## src/rtl/aesl_deadlock_pkg.sv

```systemverilog
// Shared types and helpers for the cosim deadlock detector (report arbiter and detect units).
// Latency: n/a (package only).
// Backpressure: n/a (package only).
// Contents: report-arbiter state enum, fixed-priority one-hot pick, one-hot to binary index.
package aesl_deadlock_pkg;

  // Upper bound on the number of detect units the helpers below can handle.
  localparam int DL_VEC_MAX   = 32;
  localparam int DL_IDX_MAX_W = 5;

  typedef enum logic [2:0] {
    DL_IDLE   = 3'd0,
    DL_CHECK  = 3'd1,
    DL_CLEAR  = 3'd2,
    DL_REPORT = 3'd3,
    DL_LOCKED = 3'd4
  } dl_rpt_state_t;

  // Isolate the lowest set bit: two's-complement trick, x & -x.
  function automatic logic [DL_VEC_MAX-1:0] lowest_onehot(input logic [DL_VEC_MAX-1:0] vec);
    return vec & (~vec + DL_VEC_MAX'(1));
  endfunction

  // Binary index of a one-hot vector (OR-reduction form, no priority chain).
  function automatic logic [DL_IDX_MAX_W-1:0] onehot2idx(input logic [DL_VEC_MAX-1:0] vec);
    logic [DL_IDX_MAX_W-1:0] idx;
    idx = '0;
    for (int i = 0; i < DL_VEC_MAX; i++) begin
      if (vec[i]) idx = idx | DL_IDX_MAX_W'(i);
    end
    return idx;
  endfunction

endpackage

```

## src/rtl/aesl_prio_onehot.sv

```systemverilog
// Fixed-priority one-hot picker: grants the lowest-index asserted request.
// Latency: combinational.
// Backpressure: none; pure function of req.
// Ports: req [WIDTH] request vector in, gnt [WIDTH] one-hot (or zero) grant out. WIDTH <= 32.
module aesl_prio_onehot
  import aesl_deadlock_pkg::*;
#(
  parameter int WIDTH = 3
) (
  input  logic [WIDTH-1:0] req,
  output logic [WIDTH-1:0] gnt
);

  assign gnt = WIDTH'(lowest_onehot(DL_VEC_MAX'(req)));

endmodule

```

## src/rtl/aesl_deadlock_report_arbiter.sv

```systemverilog
// Elects one origin among the detect units, freezes them, confirms the deadlock persists, then reports and locks.
// Latency: dl_in_vec rise -> dl_detect_out/origin next cycle; earliest dl_report_vld CONFIRM_CYCLES cycles after that.
// Backpressure: none; dl_in_vec is sampled every cycle, all outputs are registered.
// Ports: clock, reset (async active-low); dl_in_vec [PROC_NUM] per-unit flags in;
//        dl_detect_out freeze broadcast; origin [PROC_NUM] one-hot elected unit; token_clear abort pulse;
//        dl_report_vld/dl_report_idx confirmed report; dl_locked sticky; false_alarm_cnt [16] saturating aborts.
module aesl_deadlock_report_arbiter
  import aesl_deadlock_pkg::*;
#(
  parameter int PROC_NUM       = 3,
  parameter int CONFIRM_CYCLES = 4,
  parameter int IDX_W          = (PROC_NUM > 1) ? $clog2(PROC_NUM) : 1
) (
  input  logic                clock,
  input  logic                reset,
  input  logic [PROC_NUM-1:0] dl_in_vec,
  output logic                dl_detect_out,
  output logic [PROC_NUM-1:0] origin,
  output logic                token_clear,
  output logic                dl_report_vld,
  output logic [IDX_W-1:0]    dl_report_idx,
  output logic                dl_locked,
  output logic [15:0]         false_alarm_cnt
);

  localparam int             CNT_W    = $clog2(CONFIRM_CYCLES + 1);
  localparam logic [CNT_W-1:0] CNT_LAST = CNT_W'(CONFIRM_CYCLES - 1);

  dl_rpt_state_t      state;
  logic [CNT_W-1:0]   cnt;
  logic [PROC_NUM-1:0] pick;
  logic               origin_hit;
  logic [IDX_W-1:0]   origin_idx;

  aesl_prio_onehot #(
    .WIDTH(PROC_NUM)
  ) u_pick (
    .req(dl_in_vec),
    .gnt(pick)
  );

  // Only the elected unit's flag matters while confirming; the others are frozen anyway.
  assign origin_hit = |(dl_in_vec & origin);
  assign origin_idx = IDX_W'(onehot2idx(DL_VEC_MAX'(origin)));

  always_ff @(posedge clock or negedge reset) begin
    if (!reset) begin
      state           <= DL_IDLE;
      cnt             <= '0;
      dl_detect_out   <= 1'b0;
      origin          <= '0;
      token_clear     <= 1'b0;
      dl_report_vld   <= 1'b0;
      dl_report_idx   <= '0;
      dl_locked       <= 1'b0;
      false_alarm_cnt <= '0;
    end else begin
      // Single-cycle pulses default low; the arms below raise them on entry to CLEAR/REPORT.
      token_clear   <= 1'b0;
      dl_report_vld <= 1'b0;
      case (state)
        DL_IDLE: begin
          if (|dl_in_vec) begin
            state         <= DL_CHECK;
            origin        <= pick;
            dl_detect_out <= 1'b1;
            cnt           <= '0;
          end
        end
        DL_CHECK: begin
          if (origin_hit) begin
            cnt <= cnt + CNT_W'(1);
            if (cnt == CNT_LAST) begin
              state         <= DL_REPORT;
              dl_report_vld <= 1'b1;
              dl_report_idx <= origin_idx;
            end
          end else begin
            // Origin let go before confirmation: abort, release the units and re-arm.
            state         <= DL_CLEAR;
            token_clear   <= 1'b1;
            dl_detect_out <= 1'b0;
            origin        <= '0;
            if (false_alarm_cnt != 16'hFFFF) false_alarm_cnt <= false_alarm_cnt + 16'd1;
          end
        end
        DL_CLEAR: begin
          // Units are dropping their tokens this cycle, so their flags are not trusted yet.
          state <= DL_IDLE;
        end
        DL_REPORT: begin
          state     <= DL_LOCKED;
          dl_locked <= 1'b1;
        end
        DL_LOCKED: begin
          // Terminal until reset; everything holds.
        end
        default: begin
          state         <= DL_IDLE;
          dl_detect_out <= 1'b0;
          origin        <= '0;
        end
      endcase
    end
  end

endmodule
```

## config.mk

```make
export PLATFORM = sky130hd
export DESIGN_NAME = aesl_deadlock_report_arbiter
export DESIGN_NICKNAME = d
export VERILOG_FILES = /design/src/rtl/aesl_deadlock_pkg.sv /design/src/rtl/aesl_prio_onehot.sv /design/src/rtl/aesl_deadlock_report_arbiter.sv
export SDC_FILE = /design/constraint.sdc
export NUM_CORES = 1
export LEC_CHECK = 0
export CAP_MARGIN = 20
export CORE_UTILIZATION = 35
export CTS_CLUSTER_DIAMETER = 60
export DETAILED_ROUTE_END_ITERATION = 10
export PLACE_DENSITY = 0.63
export SETUP_SLACK_MARGIN = 0.05
export SYNTH_ARGS = -nofsm -noshare
export SYNTH_HDL_FRONTEND = slang
export SYNTH_HIERARCHICAL = 1
export SYNTH_SLANG_ARGS = --single-unit
```

## constraint.sdc

```tcl
create_clock -name clock -period 2.1 [get_ports clock]
set_clock_uncertainty 0.2 [all_clocks]
set_input_delay 0.21 -clock clock [delete_from_list [all_inputs] [get_ports clock]]
set_output_delay 0.21 -clock clock [all_outputs]
set_load 0.005 [all_outputs]
```

==> results of run 1 <==
[cell usage after synthesis]
cell type	instances
or4_1	1
buf_4	1
mux2_2	3
o21a_1	1
nand4_1	6
nand2b_1	1
nor2b_1	2
and4_1	2
ha_1	3
xor2_1	15
and2_1	2
and3_1	2
or2_2	1
dfrtp_1	31
nor2_1	5
o21ai_0	4
nor3b_1	3
nor4_1	1
a21o_1	1
a21oi_1	2
a22o_1	4
clkbuf_1	2
buf_2	1
nand2_2	1
mux2i_1	3
nand3_1	1
nor3b_2	1
o2bb2ai_1	3
nor3_1	9
and2b_1	2
nand2_1	10
inv_1	5
nor4bb_1	1
a222oi_1	1
nor4_2	3
[through the flow]
| step | setup slack (ns) | hold slack [ns] |
|---|---|---|
| 2_1_floorplan | 0.0279 | -0.286 |
| 3_3_place_gp | -0.292 | 0.245 |
| 3_5_place_dp | -0.398 | 0.246 |
| 4_1_cts | 0.138 | 0.145 |
| 5_1_grt | 0.0484 | 0.176 |
| 6_report | 0.137 | 0.136 |
[cells by family after synthesis]
group / after synthesis
AND/OR/NAND/NOR: 54
flip-flops: 31
AO/OA/AOI/OAI: 16
XOR/XNOR: 15
buffers and inverters: 9
multiplexers: 6
adder cells (fa/ha/maj): 3
[worst max-delay path, stage by stage, from the launching register on]
cell and delay, ns:
dfrtp_1 0.38, ha_1 0.22, and4_1 0.22, nor4bb_4 0.16, buf_4 0.17, buf_4 0.14
nor3_1 0.21, xor2_1 0.18
[layer usage]
metal / wire [um] / GRT usage / vias to the layer above
met1: 1440 / 0.202 / 600
li1: - / - / 611
met5: 0 / 0 / -
met2: 1720 / 0.285 / 29
met4: 27 / 0.0638 / 0
met3: 149 / 0.0507 / 4
[layout make-up]
cell class | count | area (um2)
flip-flops and latches | 31 | 776
inverters | 5 | 18.8
multi-input cells | 94 | 738
clock buffers | 7 | 76.3
fillers | 359 | 1840
well taps | 50 | 62.6
clock inverters | 1 | 5.00
repair buffers | 63 | 546
[repair_timing]
item,CTS,global route
endpoints found under the setup margin,12,5
hold endpoints to repair,0,0
buffers inserted,2,0
gates resized for setup,1,4
pin swaps,0,0
[flip-flops by register name (all words and copies together), names as in the netlist]
register and cells:
false_alarm_cnt 16, dl_report_idx 2, cnt 3, dl_locked 1, dl_report_vld 1, dl_detect_out 1, origin 3, token_clear 1
state 3
[worst max-delay path by stage]
stage	cells past startpoint	endpoint	from	slack, ns
after global routing	6	false_alarm_cnt[2]$_DFFE_PN0P_	origin[0]$_DFFE_PN0P_	0.05
after detailed placement	6	false_alarm_cnt[5]$_DFFE_PN0P_	false_alarm_cnt[0]$_DFFE_PN0P_	-0.40
after global placement	6	false_alarm_cnt[7]$_DFFE_PN0P_	false_alarm_cnt[0]$_DFFE_PN0P_	-0.29
after CTS	7	false_alarm_cnt[5]$_DFFE_PN0P_	false_alarm_cnt[0]$_DFFE_PN0P_	0.14
final	7	false_alarm_cnt[5]$_DFFE_PN0P_	false_alarm_cnt[0]$_DFFE_PN0P_	0.14
after floorplan	4	dl_report_idx[0]$_DFFE_PN0P_	origin[0]$_DFFE_PN0P_	0.03
[power by group through the flow]
stage / Clock [mW] / Sequential [mW] / Combinational [mW]
2_1_floorplan: 0 / 0.861 / 0.436
3_5_place_dp: 0 / 0.856 / 0.915
3_3_place_gp: 0 / 0.848 / 0.887
4_1_cts: 0.459 / 0.847 / 0.922
5_1_grt: 0.491 / 0.867 / 1.02
6_report: 0.447 / 0.845 / 0.917
==> impl_metrics.csv, run 1 <==
group,metric,value,unit
clocking,clk_latency,0.28,ns
detailed_routing,routed_via_density,4.96,
clocking,cts-buffers-inserted,5,
floorplanning,start_util,0.368,
layout,num-nets-final,208,
layout,stdcell_area,2220,um2
worst_setup_path,cp-end-kind,"flop",
detailed_routing,drt_iter0_markers,53,
synth,ys_seq_elements,31,
clocking,holdBufCountCts,0,
power_and_ir_drop,clkPwrFrac,0.202,
place,gp_congestion,0.767,
worst_setup_path,critical_path_class,"flop to flop",
synth,yosys-top-cells-area,"dfrtp_1, xor2_1, nor3_1, ha_1, nand2_1",
floorplanning,core,4060,um2
worst_setup_path,start_kind,"flop",
clocking,clockRootBuffer,"clkbuf_8",
layout,syn_to_final_growth,48.9,%
power_and_ir_drop,p_seq_frac,0.382,
worst_setup_path,reg2reg_depth,7,
layout,diodes,0,
layout,final_common_cell,"buf_4",
timing,final_hold_viol_count,0,
layout,layout_common_cells,"buf_4, dfrtp_1, clkdlybuf4s50_1, xor2_1, nand2_1",
floorplanning,die_w,67.3,um
timing,rsz0062_at_grt,"true",
synth,synth_top_cell_by_area,"dfrtp_1",
power_and_ir_drop,p_per_area,994,nW/um2
synth,synthSimpleGateAreaFrac,0.220,
worst_setup_path,r2r_end,"false_alarm_cnt[5]$_DFFE_PN0P_",
synth,synth_top_area_frac,0.520,
synth,yosysWarnings,6,
clocking,clk_pin_slew,0.07,ns
timing,slew_viol_final,0,
global_route,grtUsageTotal,0.169,
clocking,tritoncts,"yes",
global_route,grt_max_degree,32,
place,port-buffer-count,29,
detailed_routing,via_count,1244,
power_and_ir_drop,total_power,2.21,mW
timing,final-setup-viol-count,0,
worst_setup_path,arrival,1.96,ns
place,place_inst,241,
global_route,grt_pass1_vias,1238,
floorplanning,fp-row-count,23,
timing,max_freq,0.509,GHz
floorplanning,io_pins,30,
clocking,cts_sinks,31,
detailed_routing,routed_wl,3.34,mm
synth,synth_compound_area_frac,0.0780,
synth,synth_xor_area_frac,0.0880,
worst_hold_path,hp-class,"input port to async pin",
floorplanning,die_h,67.3,um
worst_setup_path,ff2ff_setup_slack,0.14,ns
synth,syn_nets,142,
detailed_routing,wl_per_cell,13.3,um
timing,fin_setup_tns,0,ns
timing,worst_pin_slew,0.407,ns
global_route,antenna_found_initial,0,
run_status,status,"completed",
synth,mappedNetlistArea,1490,um2
synth,ys_types,35,
power_and_ir_drop,p_comb_frac,0.415,
power_and_ir_drop,peakVddDrop,0.000608,V
detailed_routing,drt_first_pass_iters,4,
global_route,gr-total-overflow,0,
synth,ys_seq_area_frac,0.520,
timing,final.min_clock_period,1.96,ns
clocking,htree_levels,2,
layout,utilization,0.548,
global_route,grt_pass1_wl,5.60,mm
clocking,clk_path_buf_depth,2,
synth,synth_mux_area_frac,0.0427,
worst_setup_path,r2r-start,"false_alarm_cnt[0]$_DFFE_PN0P_",
worst_setup_path,critPathRequiredTime,2.10,ns
layout,drive_above_1_share,0.269,
floorplanning,dieArea,4530,um2
power_and_ir_drop,intPower,1.47,mW
synth,netlist_instances,134,
power_and_ir_drop,netSwitchingFraction,0.335,
power_and_ir_drop,p_switching,0.739,mW
detailed_routing,drc,0,
synth,avgSynthCellArea,11.1,um2
timing,finalCritPeriodShare,0.935,
layout,instances_no_fill,251,
worst_setup_path,crit_fanout,6,
synth,synthAdderAreaFrac,0.0251,
job,cap_violations,0,
place,hpwlAfterDp,2.53,mm
timing,slew_headroom,0.728,
synth,synth_top_family_by_area,"simple AND/OR/NAND/NOR gates",
detailed_routing,ant_nets,0,
power_and_ir_drop,p_leak,1.10,nW
place,placed_area,2100,um2
No activity file was read; power rests on OpenSTA's default activity.
==> run 2, diff against run 1 <==
Clock period 2.1 ns to 1.7 ns, I/O delays scaled along.
==> run 2 against run 1 <==
The flow now finishes with violations (negative setup slack). Combinational power increased by 84%. Total power increased by 56%. Highest routed layer unchanged. Sequential share of layout area decreased by 5.4 points. Setup slack got worse by 0.37 ns. Hold slack got worse by 0.065 ns. Largest cell class is now multi-input combinational cells. Count of clock-buffer cells in the layout decreased by 1. Final cell count increased by 8.0%. First-iteration DRC count increased by 21%. Sequential power increased by 18%.
==> impl_metrics.csv, run 2 (synthesis results as in run 1) <==
group,metric,value,unit
run_status,status,"complete, but fails checks",
run_status,violations,"negative setup slack",
timing,slew_viol_final,0,
worst_setup_path,crit_fanout,3,
global_route,grt_pass1_wl,6.07,mm
clocking,clk_path_buf_depth,2,
floorplanning,die_w,67.3,um
clocking,cts-buffers-inserted,5,
worst_setup_path,critPathRequiredTime,1.66,ns
floorplanning,start_util,0.368,
floorplanning,io_pins,30,
layout,num-nets-final,228,
global_route,grtUsageTotal,0.180,
layout,syn_to_final_growth,76.2,%
layout,regArea,776,um2
detailed_routing,routed_via_density,5.02,
layout,final_common_cell,"buf_4",
clocking,cts_sinks,31,
layout,largest_reg_flops,16,
global_route,gr-total-overflow,0,
clocking,tritoncts,"yes",
worst_setup_path,critical_path_class,"flop to flop",
detailed_routing,routed_wl,3.97,mm
place,pre_cts_ws,-0.494,ns
floorplanning,dieArea,4530,um2
detailed_routing,drt_iter0_markers,64,
power_and_ir_drop,p_per_area,1310,nW/um2
detailed_routing,drc,0,
floorplanning,core,4060,um2
clocking,htree_levels,2,
worst_hold_path,hp-class,"input port to async pin",
clocking,clk_pin_slew,0.07,ns
place,gp_congestion,0.776,
layout,drive_above_1_share,0.403,
layout,layout_common_cells,"buf_4, dfrtp_1, dlymetal6s2s_1, xor2_1, buf_6",
detailed_routing,via_count,1361,
floorplanning,fp-row-count,23,
layout,final.fill_count,307,
timing,final-setup-viol-count,25,
clocking,holdBufCountCts,0,
timing,rsz0062_at_grt,"true",
place,hpwlAfterDp,2.62,mm
detailed_routing,wl_per_cell,14.7,um
worst_setup_path,cp-end-kind,"flop",
timing,fin_setup_tns,-3.54,ns
global_route,antenna_found_initial,0,
layout,diodes,0,
clocking,clockRootBuffer,"clkbuf_8",
detailed_routing,ant_nets,0,
timing,final_hold_viol_count,0,
timing,final.min_clock_period,1.94,ns
layout,multiInputGateArea,861,um2
global_route,grt_pass1_vias,1360,
worst_setup_path,arrival,1.90,ns
timing,holdWs,0.0708,ns
global_route,grt_max_degree,32,
timing,setup_ws,-0.237,ns
timing,slew_headroom,0.698,
power_and_ir_drop,peakVddDrop,0.000881,V
place,port-buffer-count,29,
power_and_ir_drop,p_leak,1.52,nW
job,cap_violations,0,
timing,worst_pin_slew,0.452,ns
worst_setup_path,start_kind,"flop",
layout,utilization,0.648,
layout,largest_register,"false_alarm_cnt",
timing,finalCritPeriodShare,1.14,
timing,max_freq,0.516,GHz
detailed_routing,drt_first_pass_iters,5,
floorplanning,die_h,67.3,um
clocking,clk_latency,0.28,ns
run 2: changes by cell type in the layout (fill, tap and decap cells not counted), moves of 2 or more:
| cell | delta |
|---|---|
| clkbuf_1 | -2 |
| dlymetal6s2s_1 | +16 |
| nor3_1 | -4 |
| nor3b_1 | -2 |
| clkdlybuf4s50_1 | -18 |
| buf_4 | +6 |
| nor3_4 | +5 |
| nor3b_2 | +2 |
| buf_6 | +13 |
| dlygate4sd2_1 | +2 |
run 2: stage by stage:
stage,cells,area [um2],power (mW)
CTS,264,2430,3.26
detailed placement,252,2240,2.38
global placement,252,2240,2.33
finish,271,2630,3.43
global route,271,2630,3.65
floorplan,134,1590,1.66
run 2: final timing paths:
check                                 startpoint                            to  slack, ns  cells past startpoint
max                        origin[0]$_DFFE_PN0P_  dl_report_idx[1]$_DFFE_PN0P_      -0.24                      6
min                                        reset         dl_locked$_DFFE_PN0P_       0.07                      2
max reg2reg                origin[0]$_DFFE_PN0P_  dl_report_idx[1]$_DFFE_PN0P_      -0.24                      6
min reg2reg                dl_locked$_DFFE_PN0P_         dl_locked$_DFFE_PN0P_       0.27                      1
max in group asynchronous                  reset  dl_report_idx[0]$_DFFE_PN0P_       0.93                      2
min in group clock         dl_locked$_DFFE_PN0P_         dl_locked$_DFFE_PN0P_       0.27                      1
run 2: where the power goes:
group | internal, mW | total (mW) | switching [mW]
registers | 0.901 | 0.998 | 0.0968
clock network | 0.474 | 0.752 | 0.278
logic | 0.938 | 1.69 | 0.747
total | 2.31 | 3.43 | 1.12
run 2: routing by layer:
metal | up-vias | share of wire | track usage
met5 | - | 0 | 0
met1 | 671 | 0.39 | 0.208
li1 | 651 | - | -
met2 | 31 | 0.55 | 0.323
met4 | 0 | 0.015 | 0.0612
met3 | 8 | 0.038 | 0.0405
run 2: layout make-up:
cell class                 count  share of cell area
clock buffer                   6              0.0314
clock inverter                 2              0.0133
inverter                       5             0.00714
multi-input combinational     94               0.327
sequential                    31               0.295
tap                           50              0.0238
timing repair buffer          83               0.302
run 2: critical path, stage by stage, from the launching register on:
cell	delay [ns]
dfrtp_1	0.38
a222oi_1	0.35
buf_4	0.20
buf_6	0.10
and2b_1	0.18
and2_4	0.15
mux2_2	0.26
run 2: timing repair:
| item | in CTS | in global routing |
|---|---|---|
| endpoints found under the setup margin | 29 | 43 |
| buffers inserted | 4 | 7 |
| gates cloned | 0 | 0 |
| pin swaps | 10 | 20 |
| resized for setup | 15 | 33 |
==> run 3, diff against run 2 <==
Settings changed: PLACE_DENSITY 0.63 to not set, PLACE_DENSITY_LB_ADDON set to 0.3.
==> run 3 against run 2 <==
The flow still finishes with violations (negative setup slack). Hold slack improved by 0.0098 ns. Utilization decreased by 2.7 points. Total power decreased by 7.2%. Design area decreased by 4.2%. First-iteration DRC count decreased by 47%. Critical path depth decreased by 1. Highest routed layer unchanged.
==> impl_metrics.csv, run 3 (synthesis results as in run 1) <==
group,metric,value,unit
worst_setup_path,crit_fanout,5,
detailed_routing,wl_met3,218,um
power_and_ir_drop,netSwitchingFraction,0.347,
power_and_ir_drop,p_per_area,1270,nW/um2
detailed_routing,wl_met2,2.20,mm
floorplanning,fp-row-count,23,
global_route,gr-total-overflow,0,
worst_setup_path,cp-end-kind,"flop",
detailed_routing,drt_iter0_markers,34,
worst_setup_path,start_kind,"flop",
worst_setup_path,path_cells,"a222oi_1 -> buf_4 -> nand4_1 -> nor3b_2 -> xor2_1",
worst_setup_path,worst-path-buf-inv,1,
worst_setup_path,critPathRequiredTime,1.69,ns
power_and_ir_drop,p_leak,1.43,nW
detailed_routing,drc,0,
worst_setup_path,slowest_delay,0.38,ns
floorplanning,dieArea,4530,um2
detailed_routing,top_layer_used,"met4",
clocking,cts_sinks,31,
detailed_routing,routed_wl,4.11,mm
power_and_ir_drop,p_switching,1.11,mW
worst_setup_path,worstSetupEndpoint,"false_alarm_cnt[12]$_DFFE_PN0P_",
floorplanning,io_pins,30,
layout,instances_no_fill,266,
run_status,violations,"negative setup slack",
timing,final_hold_viol_count,0,
worst_setup_path,critPathLaunch,"origin[0]$_DFFE_PN0P_",
clocking,tritoncts,"yes",
clocking,clk_pin_slew,0.07,ns
floorplanning,die_w,67.3,um
timing,worst_pin_slew,0.441,ns
floorplanning,die_h,67.3,um
layout,final.fill_count,304,
detailed_routing,via_count,1372,
clocking,clk_latency,0.28,ns
place,pre_cts_ws,-0.393,ns
floorplanning,start_util,0.368,
layout,largest_register,"false_alarm_cnt",
timing,max_freq,0.540,GHz
detailed_routing,ant_nets,0,
timing,final.min_clock_period,1.85,ns
clocking,clk_path_buf_depth,2,
worst_setup_path,critical_path_class,"flop to flop",
detailed_routing,routed_via_density,5.16,
layout,drive_above_1_share,0.398,
clocking,clockRootBuffer,"clkbuf_8",
worst_setup_path,worst-path-stages,5,
worst_setup_path,r2r_end,"false_alarm_cnt[12]$_DFFE_PN0P_",
detailed_routing,drt_first_pass_iters,4,
timing,setup_ws,-0.150,ns
timing,slew_viol_final,0,
floorplanning,core,4060,um2
worst_hold_path,hp-class,"input port to async pin",
power_and_ir_drop,peakVddDrop,0.000897,V
worst_setup_path,slowest_stage,"dfrtp_1",
timing,final-setup-viol-count,21,
detailed_routing,wl_per_cell,15.5,um
global_route,grt_pass1_vias,1441,
job,cap_violations,0,
global_route,grt_max_degree,32,
global_route,antenna_found_initial,0,
global_route,grt_pass1_wl,6.72,mm
timing,slew_headroom,0.705,
layout,num-nets-final,224,
timing,rsz0062_at_grt,"true",
layout,diodes,0,
layout,layout_common_cells,"buf_4, dfrtp_1, xor2_1, clkdlybuf4s50_1",
run_status,status,"complete, but fails checks",
worst_setup_path,ff2ff_setup_slack,-0.15,ns
worst_setup_path,arrival,1.84,ns
layout,stdcell_area,2520,um2
power_and_ir_drop,p_comb_frac,0.503,
layout,syn_to_final_growth,68.8,%
timing,finalCritPeriodShare,1.09,
place,gp_congestion,0.782,
power_and_ir_drop,p_seq_frac,0.314,
detailed_routing,met1_length,1.63,mm
clocking,htree_levels,2,
power_and_ir_drop,clkPwrFrac,0.183,
place,placed_area,2230,um2
worst_setup_path,r2r-start,"origin[0]$_DFFE_PN0P_",
layout,largest_reg_flops,16,
layout,final_common_cell,"buf_4",
place,hpwlAfterDp,2.89,mm
power_and_ir_drop,intPower,2.08,mW
worst_setup_path,reg2reg_depth,5,
place,place_inst,249,
global_route,grtUsageTotal,0.201,
worst_setup_path,cp_top_family,"simple AND/OR/NAND/NOR gates",
clocking,cts-buffers-inserted,5,
place,port-buffer-count,29,
## run 3: worst min-delay path by stage
stage,end,cells after the start,startpoint,slack [ns]
2_1_floorplan,cnt[0]$_DFFE_PN0P_,0,reset,-0.33
3_3_place_gp,dl_locked$_DFFE_PN0P_,1,dl_locked$_DFFE_PN0P_,0.24
3_5_place_dp,dl_locked$_DFFE_PN0P_,1,dl_locked$_DFFE_PN0P_,0.25
4_1_cts,origin[0]$_DFFE_PN0P_,2,reset,0.1
5_1_grt,dl_detect_out$_DFFE_PN0P_,2,reset,0.13
6_report,dl_detect_out$_DFFE_PN0P_,2,reset,0.08
## run 3: worst register-to-register path, cell delays in order (launching register included)
cell	delay [ns]
dfrtp_1	0.38
a222oi_1	0.32
buf_4	0.21
nand4_1	0.21
nor3b_2	0.27
xor2_1	0.18
## run 3: area by class of cell
type	count	area, um2	area share
repair buffers	79	721	0.286
flip-flops and latches	31	776	0.308
multi-input cells	94	855	0.339
inverters	5	18.8	0.00745
well taps	50	62.6	0.0248
clock buffers	6	82.6	0.0328
clock inverters	1	5.00	0.00199
## run 3: per-stage QoR
stage / setup TNS (ns) / power (mW) / utilization / hold slack, ns
global route: -4.61 / 3.40 / 0.621 / 0.128
detailed placement: -7.78 / 2.41 / 0.549 / 0.250
finish: -2.55 / 3.19 / 0.621 / 0.0807
CTS: -2.65 / 3.10 / 0.586 / 0.0958
global placement: -7.54 / 2.35 / 0.549 / 0.242
floorplan: -6.61 / 1.66 / - / -0.326
## run 3: what timing repair did
item / CTS / global route
resized for setup: 18 / 23
setup buffers: 3 / 7
pin swaps: 15 / 9
hold buffers: 0 / 0
setup endpoints to repair: 31 / 37
## run 3: per-layer routing
metal,vias to the layer above,global-route usage
met5,-,0
met4,0,0.0559
met3,10,0.0591
met2,38,0.363
met1,682,0.228
li1,642,-
## run 3: power by group through the flow
stage / Clock, mW / Sequential [mW] / Combinational [mW]
global placement: 0 / 0.999 / 1.35
detailed placement: 0 / 1.01 / 1.40
CTS: 0.595 / 1.00 / 1.50
floorplan: 0 / 1.06 / 0.596
global route: 0.639 / 1.02 / 1.74
finish: 0.584 / 1.00 / 1.60
